$ cat src/rtl/fadd_pipe.sv
// Three-stage pipelined floating-point adder (unpack/align, add/normalise, round/pack).
// Define FADD_PIPE_SUB_EN to add the op port (op=1 computes x1 - x2).
module fadd_pipe #(
  parameter int unsigned EW   = 8,
  parameter int unsigned MW   = 23,
  parameter int unsigned TAGW = 4
) (
  input  logic            clk,
  input  logic            rst,
  input  logic            in_valid,
  output logic            in_ready,
  input  logic [EW+MW:0]  x1,
  input  logic [EW+MW:0]  x2,
`ifdef FADD_PIPE_SUB_EN
  input  logic            op,
`endif
  input  logic [TAGW-1:0] in_tag,
  output logic            out_valid,
  input  logic            out_ready,
  output logic [EW+MW:0]  y,
  output logic [TAGW-1:0] out_tag,
  output logic            busy
);
  localparam int unsigned W  = 1 + EW + MW;
  localparam int unsigned FW = MW + 4;  // {carry, hidden, mantissa, 2 guard bits}
  localparam int unsigned LW = $clog2(FW) + 1;
  localparam int unsigned XW = EW + LW + 1;
  localparam logic [XW-1:0] EMax = XW'((2 ** EW) - 1);

  logic adv;
  assign adv      = !out_valid | out_ready;
  assign in_ready = adv;

  // Stage 1: unpack and align
  logic [EW-1:0] e1, e2, big_e, diff;
  logic [MW-1:0] m1, m2;
  logic          x2_sign, swap, sign_d;
  logic [FW-1:0] f1, f2, big_f, small_f;

  always_comb begin
    e1 = x1[W-2:MW];
    e2 = x2[W-2:MW];
    m1 = (e1 == '0) ? '0 : x1[MW-1:0];
    m2 = (e2 == '0) ? '0 : x2[MW-1:0];
`ifdef FADD_PIPE_SUB_EN
    x2_sign = x2[W-1] ^ op;
`else
    x2_sign = x2[W-1];
`endif
    f1   = {1'b0, |e1, m1, 2'b00};
    f2   = {1'b0, |e2, m2, 2'b00};
    swap = {e2, m2} > {e1, m1};
    if (swap) begin
      big_e  = e2;
      diff   = e2 - e1;
      big_f  = f2;
      sign_d = x2_sign;
    end else begin
      big_e  = e1;
      diff   = e1 - e2;
      big_f  = f1;
      sign_d = x1[W-1];
    end
    // Shifts of MW+3 or more all yield zero, so no explicit saturation is needed.
    small_f = (swap ? f1 : f2) >> diff;
  end

  logic            st1_valid_q, st1_sign_q, st1_sub_q;
  logic [EW-1:0]   st1_exp_q;
  logic [FW-1:0]   st1_big_q, st1_small_q;
  logic [TAGW-1:0] st1_tag_q;

  // Stage 2: add/subtract and normalise
  logic [FW-1:0] sum, shl;
  logic [LW-1:0] lz;
  logic [MW+2:0] norm_d;
  logic [XW-1:0] exp2_d;

  always_comb begin
    sum = st1_sub_q ? (st1_big_q - st1_small_q) : (st1_big_q + st1_small_q);
    lz  = '0;
    for (int i = 0; i < int'(FW) - 1; i++) begin
      if (sum[i]) lz = LW'(int'(FW) - 2 - i);
    end
    shl = sum << lz;
    if (sum[FW-1]) begin
      norm_d = sum[FW-1:1];
      exp2_d = XW'(st1_exp_q) + XW'(1);
    end else begin
      norm_d = shl[FW-2:0];
      exp2_d = XW'(st1_exp_q) - XW'(lz);
    end
  end

  logic            st2_valid_q, st2_sign_q;
  logic [XW-1:0]   st2_exp_q;
  logic [MW+2:0]   st2_man_q;
  logic [TAGW-1:0] st2_tag_q;

  // Stage 3: round half up on the first dropped bit, then pack with range handling
  logic [MW+1:0] rnd;
  logic [XW-1:0] exp3;
  logic [W-1:0]  y_d;

  always_comb begin
    rnd  = {1'b0, st2_man_q[MW+2:2]} + (MW+2)'(st2_man_q[1]);
    exp3 = st2_exp_q + XW'(rnd[MW+1]);
    if (!(rnd[MW+1] | rnd[MW])) begin
      y_d = '0;
    end else if (exp3[XW-1] || exp3 == '0) begin
      y_d = {st2_sign_q, {(W-1){1'b0}}};
    end else if (exp3 >= EMax) begin
      y_d = {st2_sign_q, {EW{1'b1}}, {MW{1'b0}}};
    end else begin
      y_d = {st2_sign_q, exp3[EW-1:0], rnd[MW-1:0]};
    end
  end

  logic            out_valid_q;
  logic [W-1:0]    y_q;
  logic [TAGW-1:0] out_tag_q;

  always_ff @(posedge clk) begin
    if (rst) begin
      st1_valid_q <= 1'b0;
      st2_valid_q <= 1'b0;
      out_valid_q <= 1'b0;
      y_q         <= '0;
      out_tag_q   <= '0;
    end else if (adv) begin
      st1_valid_q <= in_valid;
      st2_valid_q <= st1_valid_q;
      out_valid_q <= st2_valid_q;
      if (st2_valid_q) begin
        y_q       <= y_d;
        out_tag_q <= st2_tag_q;
      end
    end
  end

  always_ff @(posedge clk) begin
    if (adv) begin
      st1_sign_q  <= sign_d;
      st1_sub_q   <= x1[W-1] ^ x2_sign;
      st1_exp_q   <= big_e;
      st1_big_q   <= big_f;
      st1_small_q <= small_f;
      st1_tag_q   <= in_tag;
      st2_sign_q  <= st1_sign_q;
      st2_exp_q   <= exp2_d;
      st2_man_q   <= norm_d;
      st2_tag_q   <= st1_tag_q;
    end
  end

  logic unused_bits;
  assign unused_bits = ^{shl[FW-1], st2_man_q[0]};

  assign out_valid = out_valid_q;
  assign y         = y_q;
  assign out_tag   = out_tag_q;
  assign busy      = st1_valid_q | st2_valid_q | out_valid_q;

endmodule

$ cat config.mk
export PLATFORM = sky130hd
export DESIGN_NAME = fadd_pipe
export DESIGN_NICKNAME = d
export VERILOG_FILES = /design/src/rtl/fadd_pipe.sv
export SDC_FILE = /design/constraint.sdc
export NUM_CORES = 1
export LEC_CHECK = 0
export ABC_AREA = 1
export BUFFER_PORTS_ARGS = -buffer_cell sky130_fd_sc_hd__buf_2
export CORE_ASPECT_RATIO = 1.5
export CORE_UTILIZATION = 40
export DETAILED_ROUTE_END_ITERATION = 8
export PLACE_DENSITY = 0.53
export SLEW_MARGIN = 20
export SYNTH_ARGS = -nofsm -noshare
export SYNTH_HDL_FRONTEND = slang
export SYNTH_SLANG_ARGS = --single-unit
$ cat constraint.sdc
create_clock -name clk -period 9.5 [get_ports clk]
set_input_delay 1.9 -clock clk [delete_from_list [all_inputs] [get_ports clk]]
set_output_delay 1.9 -clock clk [all_outputs]
set_load 0.01 [all_outputs]
==> summary.txt, run 1 <==
Clock network
  • Post-CTS setup buffers: 0
  • TritonCTS clock tree: done
  • Post-cts resize count: 0
  • Maximum root-to-sink buffer count: 2
  • Num Clock Sinks: 143
  • CTS Buf Count: 17
  • Hold_buf cts: 0
  • Max H-tree Level: 4
  • Clk root buf: clkbuf_16
  • Skew-Pair Late Insertion Delay: 0.45 ns
  • Worst-path clk slew: 0.07 ns

Yosys
  • Post-synth cell types: 61
  • Area leader, netlist: edfxtp_1
  • Synth warn: 0
  • Top FF cell, synth: edfxtp_1
  • Synth Instances: 1921
  • Synth Register Bits: 143
  • Syn nets: 2072
  • Async SR Flop Fraction: 0
  • Post-synthesis cell area: 12900 µm²
  • Top cells by area, synth: edfxtp_1 24%, nand2_1 15%, nand3_1 11%
  • Post-synth EDFFs: 104
  • Sequential fraction of the synthesis area: 0.303
  • Post-synth top area share: 0.243
  • Syn_area_per_cell: 6.70 µm²

STA
  • Worst Tran Pin Value: 1.06 ns
  • Fin Setup TNS: 0 ns
  • Worst hold slack: 0.421 ns
  • Final period utilization: 0.760
  • # setup viols final: 0
  • RSZ-0062 raised after global routing: false
  • Final Hold Vio Count: 0
  • Max-slew violation count: 0
  • Max Freq: 139 MHz
  • Slew margin rel.: 0.293
  • Tmin final: 7.22 ns
  • Worst Skew: 0.0119 ns

Floorplanning
  • Die Wd: 148 µm
  • Starting Density: 0.406
  • Row count: 80
  • Chip height: 222 µm
  • Io pins: 111
  • Core area: 31700 µm²
  • Die ar.: 32900 µm²

Route
  • Remaining DRCs: 0
  • Vias per inst: 5.32
  • Drt pass-1 iters: 9
  • Vias: 12815
  • DR iter-0 viols: 672
  • Post-DR wirelength/cell: 17.2 µm
  • Post-Route WL: 41500 µm
  • Post-DRT Antenna Nets: 0

Critical path
  • Worst flop-to-flop path startpoint: st1_small_q[0]
  • Kind of end point of the critical path: flop
  • Worst Path Max Fanout: 21
  • Worst path max stage delay: 0.59 ns
  • CP Class: reg -> reg
  • Critical path data arrival time: 7.40 ns
  • Worst setup SP type: flop
  • WP data required: 9.69 ns
  • CP startpoint: st1_small_q[0]
  • Register-to-Register Path Depth: 36
  • Slowest-stage cell, CP: edfxtp_1

Finish
  • Commonest non-fill, non-tap cells in the layout: 516 x nand2_1, 282 x nand3_1, 210 x inv_1
  • Filler Cell Count: 3374
  • Area grow syn2layout: 11.0%
  • Layout cells sized above 1: 0.107
  • Net count, final: 2138
  • Most common cell after layout, fill and taps aside: nand2_1
  • Post-route cell area: 14300 µm²
  • Diode count: 0

Global routing
  • Tot GR Track Use: 0.260
  • First-pass GRT wire length: 65500 µm
  • Largest net degree at the start of global routing: 65
  • Vias in the first global route: 12618
  • Initial antenna violation count: 0
  • Gr ovfl total: 0

Run
  • Max Cap Viol: 0

Power
  • Leak: 6.87 nW
  • Worst VDD drop: 206 µV
  • P per Cell Area: 378 nW/µm²

Outcome
  • Status: complete, no violations

Placed design
  • Final Wtd Congestion: 0.946
  • Dpl cell area: 13700 µm²
  • DP HPWL: 33700 µm
  • IO buf count: 110

Min path
  • Hold Path Depth: 0
  • Hold Startpoint: st1_tag_q[3]
  • Hold crit path type: reg -> reg
## path summary, 6_finish.rpt
check                               endpoint  slack, ns
worst max register to register  st2_exp_q[5]       2.28
worst min register to register  st2_tag_q[3]       0.42
worst min-delay path            st2_tag_q[3]       0.42
worst max-delay path            st2_exp_q[5]       2.28
## synth_stat cells (all sizes together), types with 3 or more instances
master / instances
a211oi: 3
a21boi: 3
a21oi: 107
a31oi: 6
buf: 38
clkbuf: 35
dfxtp: 39
edfxtp: 104
fa: 3
ha: 76
inv: 225
nand2: 527
nand3: 286
nand3b: 8
nand4: 29
nor2: 169
nor3: 21
nor4: 5
o211ai: 8
o21ai: 130
o21bai: 4
o221ai: 3
o22ai: 7
or2: 8
xnor2: 15
xor2: 43
## metrics by stage
| step | util | cells | setup WS (ns) | power, mW |
|---|---|---|---|---|
| 6_report | 0.450 | 2410 | 2.28 | 5.39 |
| 5_1_grt | 0.450 | 2410 | 1.39 | 5.94 |
| 4_1_cts | 0.450 | 2410 | 2.19 | 5.41 |
| 3_5_place_dp | 0.431 | 2378 | 2.21 | 4.71 |
| 3_3_place_gp | 0.431 | 2378 | 2.16 | 4.71 |
| 2_1_floorplan | - | 1921 | 3.52 | 3.79 |
## layout make-up
type                       instances  area (µm²)  area share
sequential                       143        3900       0.273
timing repair buffer             120         626      0.0438
clock inverter                    15         189      0.0132
inverter                         226         851      0.0596
clock buffer                      17         425      0.0298
tap                              410         513      0.0359
multi-input combinational       1479        7770       0.544
## cells by family (layout without fill, tap and decap cells)
group	after synthesis	after routing	synth area share
xor gates and xnor gates	58	58	0.0415
and+or+nand+nor	1057	1057	0.361
DFF	143	143	0.303
AOI/OAI and AO/OA	284	284	0.122
muxes	1	1	0.000778
adders and majority gates	79	79	0.0786
buffers and inverters	299	378	0.0928
## power by group
group          total [mW]  internal [mW]  switching, mW
clock               0.674          0.357          0.317
combinational        3.71           1.15           2.56
sequential           1.01          0.898          0.107
total                5.39           2.40           2.99
## worst max-delay path, delay by kind of cell, from the launching register on
| family | cells | cell delay, ns |
|---|---|---|
| buffers and inverters | 8 | 1.31 |
| flip-flops | 1 | 0.59 |
| AND/OR/NAND/NOR | 18 | 2.91 |
| AO/OA/AOI/OAI | 5 | 0.82 |
| adder cells (fa/ha/maj) | 2 | 0.68 |
| XOR/XNOR | 3 | 0.61 |
## registers in the layout, indices dropped and copies added, names as in the netlist
name         flops
st1_valid_q      1
st2_man_q       25
st1_small_q     26
st2_sign_q       1
st2_valid_q      1
st2_exp_q       10
y               32
out_valid        1
st1_sub_q        1
st1_big_q       24
st1_sign_q       1
st1_tag_q        4
st1_exp_q        8
st2_tag_q        4
out_tag          4
## layer usage
| metal | routed length [µm] | part of all wire | track usage | up-vias |
|---|---|---|---|---|
| li1 | - | - | - | 6547 |
| met1 | 15000 | 0.36 | 0.260 | 5827 |
| met2 | 22400 | 0.54 | 0.490 | 337 |
| met3 | 1150 | 0.028 | 0.0214 | 104 |
| met4 | 3000 | 0.072 | 0.192 | 0 |
| met5 | 0 | 0 | 0 | - |
No activity file was read; power rests on OpenSTA's default activity.
==> inputs of run 2 (changes only) <==
==> constraint.sdc (replaced) <==
create_clock -name clk -period 7.5 [get_ports clk]
set_input_delay 1.5 -clock clk [delete_from_list [all_inputs] [get_ports clk]]
set_output_delay 1.5 -clock clk [all_outputs]
set_load 0.01 [all_outputs]
==> run 2 against run 1 <==
Net effect:
- flip-flop and latch count unchanged
- sequential power up 25%
- critical path depth unchanged
- sequential share of layout area down 0.074 points
- first-iteration DRC count up 1.5%
- design area up 0.27%
- critical endpoint is now st2_exp_q[6]
- clock power up 29%
- global-route usage down 0.59 points
==> summary.txt, run 2 (synthesis gave the netlist of run 1 again) <==
Critical path
  • Cell mode on critical path: nand2_1
  • Delay-heaviest family, CP: simple AND/OR/NAND/NOR gates
  • Critical path data arrival time: 6.59 ns (-0.81 ns)
  • Slowest-stage cell, CP: edfxtp_1
  • WP buf/inv: 5 (-3)
  • Worst path max stage delay: 0.50 ns (-0.09 ns)
  • CP Class: reg -> reg
  • Flop2flop setup slack: 1.11 ns (-1.17 ns)
  • WP data required: 7.70 ns (-1.99 ns)
  • Worst setup SP type: flop
  • Kind of end point of the critical path: flop
  • Worst Path Max Fanout: 27 (+29%)

Finish
  • Fin util: 0.451 (+0.00122)
  • Net count, final: 2144 (+0.28%)
  • Layout cells sized above 1: 0.109 (+0.00267)
  • Commonest non-fill, non-tap cells in the layout: 516 x nand2_1, 282 x nand3_1, 210 x inv_1
  • Final non-filler cell total: 2416 (+0.25%)
  • Most common cell after layout, fill and taps aside: nand2_1
  • Area grow syn2layout: 11.3%
  • Max reg flops: 32 (unchanged)
  • Diode count: 0 (unchanged)

STA
  • # setup viols final: 0 (unchanged)
  • Worst Skew: 0.0106 ns (-0.00134 ns)
  • Slew margin rel.: 0.350 (+0.0571)
  • Final Hold Vio Count: 0 (unchanged)
  • RSZ-0062 raised after global routing: false
  • Final period utilization: 0.852 (+0.0925)
  • Max-slew violation count: 0 (unchanged)
  • Fin Setup TNS: 0 ns (unchanged)
  • Worst Tran Pin Value: 0.964 ns (-0.0932 ns)
  • Tmin final: 6.39 ns (-0.826 ns)
  • Max Freq: 156 MHz (+13%)

Clock network
  • Maximum root-to-sink buffer count: 2 (unchanged)
  • Max H-tree Level: 4 (unchanged)
  • Post-cts resize count: 0 (unchanged)
  • CTS Buf Count: 17 (unchanged)
  • Post-CTS setup buffers: 0 (unchanged)
  • Hold_buf cts: 0 (unchanged)
  • TritonCTS clock tree: done
  • Clk root buf: clkbuf_16
  • Skew-Pair Late Insertion Delay: 0.45 ns (about the same)
  • Num Clock Sinks: 143 (unchanged)
  • Worst-path clk slew: 0.07 ns (about the same)

Global routing
  • Gr ovfl total: 0 (unchanged)
  • Initial antenna violation count: 0 (unchanged)
  • Largest net degree at the start of global routing: 69 (+6.2%)
  • Tot GR Track Use: 0.254 (-0.00594)
  • First-pass GRT wire length: 64200 µm (-2.0%)
  • Vias in the first global route: 12589 (-0.23%)

Floorplanning
  • Io pins: 111 (unchanged)
  • Die ar.: 32900 µm² (unchanged)
  • Starting Density: 0.406 (unchanged)
  • Die Wd: 148 µm (unchanged)
  • Row count: 80 (unchanged)
  • Core area: 31700 µm² (unchanged)
  • Chip height: 222 µm (unchanged)

Route
  • Vias: 12819 (+0.031%)
  • Vias per inst: 5.31 (-0.22%)
  • Post-DR wirelength/cell: 16.8 µm (-2.5%)
  • Remaining DRCs: 0 (unchanged)
  • Post-DRT Antenna Nets: 0 (unchanged)
  • Drt pass-1 iters: 8 (-1)
  • DR iter-0 viols: 682 (+1.5%)
  • Post-Route WL: 40500 µm (-2.3%)

Power
  • P per Cell Area: 475 nW/µm² (+26%)
  • Worst VDD drop: 183 µV (-11%)
  • Leak: 6.90 nW (+0.47%)

Outcome
  • Status: complete, no violations

Placed design
  • Final Wtd Congestion: 0.960 (+1.5%)
  • DP HPWL: 33600 µm (-0.38%)
  • Placed instance count: 2384 (+0.25%)
  • IO buf count: 110 (unchanged)

Min path
  • Hold crit path type: reg -> reg

Run
  • Max Cap Viol: 0 (unchanged)
run 2: cell count changes in the layout (fill, tap and decap cells not counted), moves of 2 or more:
cell and change:
buf_4 +6, clkinv_8 -5, inv_6 +5, clkinv_4 -2
run 2: final timing paths:
kind,depth (start not counted),start,endpoint
setup / recovery,36,st1_small_q[0],st2_exp_q[6]
hold / removal,0,st1_tag_q[0],st2_tag_q[0]
setup reg to reg,36,st1_small_q[0],st2_exp_q[6]
hold reg to reg,0,st1_tag_q[0],st2_tag_q[0]
run 2: layout make-up:
| type | instances | area (µm²) |
|---|---|---|
| clock buffers | 18 | 450 |
| clock inverters | 14 | 158 |
| fillers | 3406 | 17400 |
| inverters | 226 | 851 |
| multi-input cells | 1479 | 7770 |
| flip-flops and latches | 143 | 3900 |
| well taps | 410 | 513 |
| repair buffers | 126 | 671 |
run 2: layer usage:
| metal | vias to the layer above | wire, µm | global-route usage |
|---|---|---|---|
| met2 | 335 | 22000 | 0.484 |
| met3 | 110 | 1060 | 0.0220 |
| met4 | 0 | 3140 | 0.196 |
| met5 | - | 0 | 0 |
| met1 | 5826 | 14300 | 0.246 |
| li1 | 6548 | - | - |
run 2: worst register-to-register path: cells and delay by family, from the launching register on:
| kind | cells | cell delay, ns |
|---|---|---|
| AO/OA/AOI/OAI | 1 | 0.19 |
| XOR/XNOR | 2 | 0.18 |
| adder cells (fa/ha/maj) | 3 | 0.97 |
| buffers and inverters | 5 | 0.44 |
| flip-flops | 1 | 0.50 |
| AND/OR/NAND/NOR | 25 | 3.86 |
run 2: power breakdown:
group / total, mW / internal [mW] / switching (mW)
sequential: 1.26 / 1.14 / 0.128
clock: 0.871 / 0.494 / 0.377
combinational: 4.67 / 1.47 / 3.20
total: 6.80 / 3.10 / 3.71
run 2: through the flow:
step / worst slack (ns) / total power, mW / hold slack (ns) / area (µm²)
final: 1.11 / 6.80 / 0.426 / 14300
after global routing: 0.458 / 7.50 / 0.437 / 14300
after CTS: 1.01 / 6.81 / 0.428 / 14300
after detailed placement: 1.05 / 5.91 / 0.412 / 13700
after global placement: 1.08 / 5.91 / 0.405 / 13700
after floorplan: 2.01 / 4.80 / 0.400 / 12900
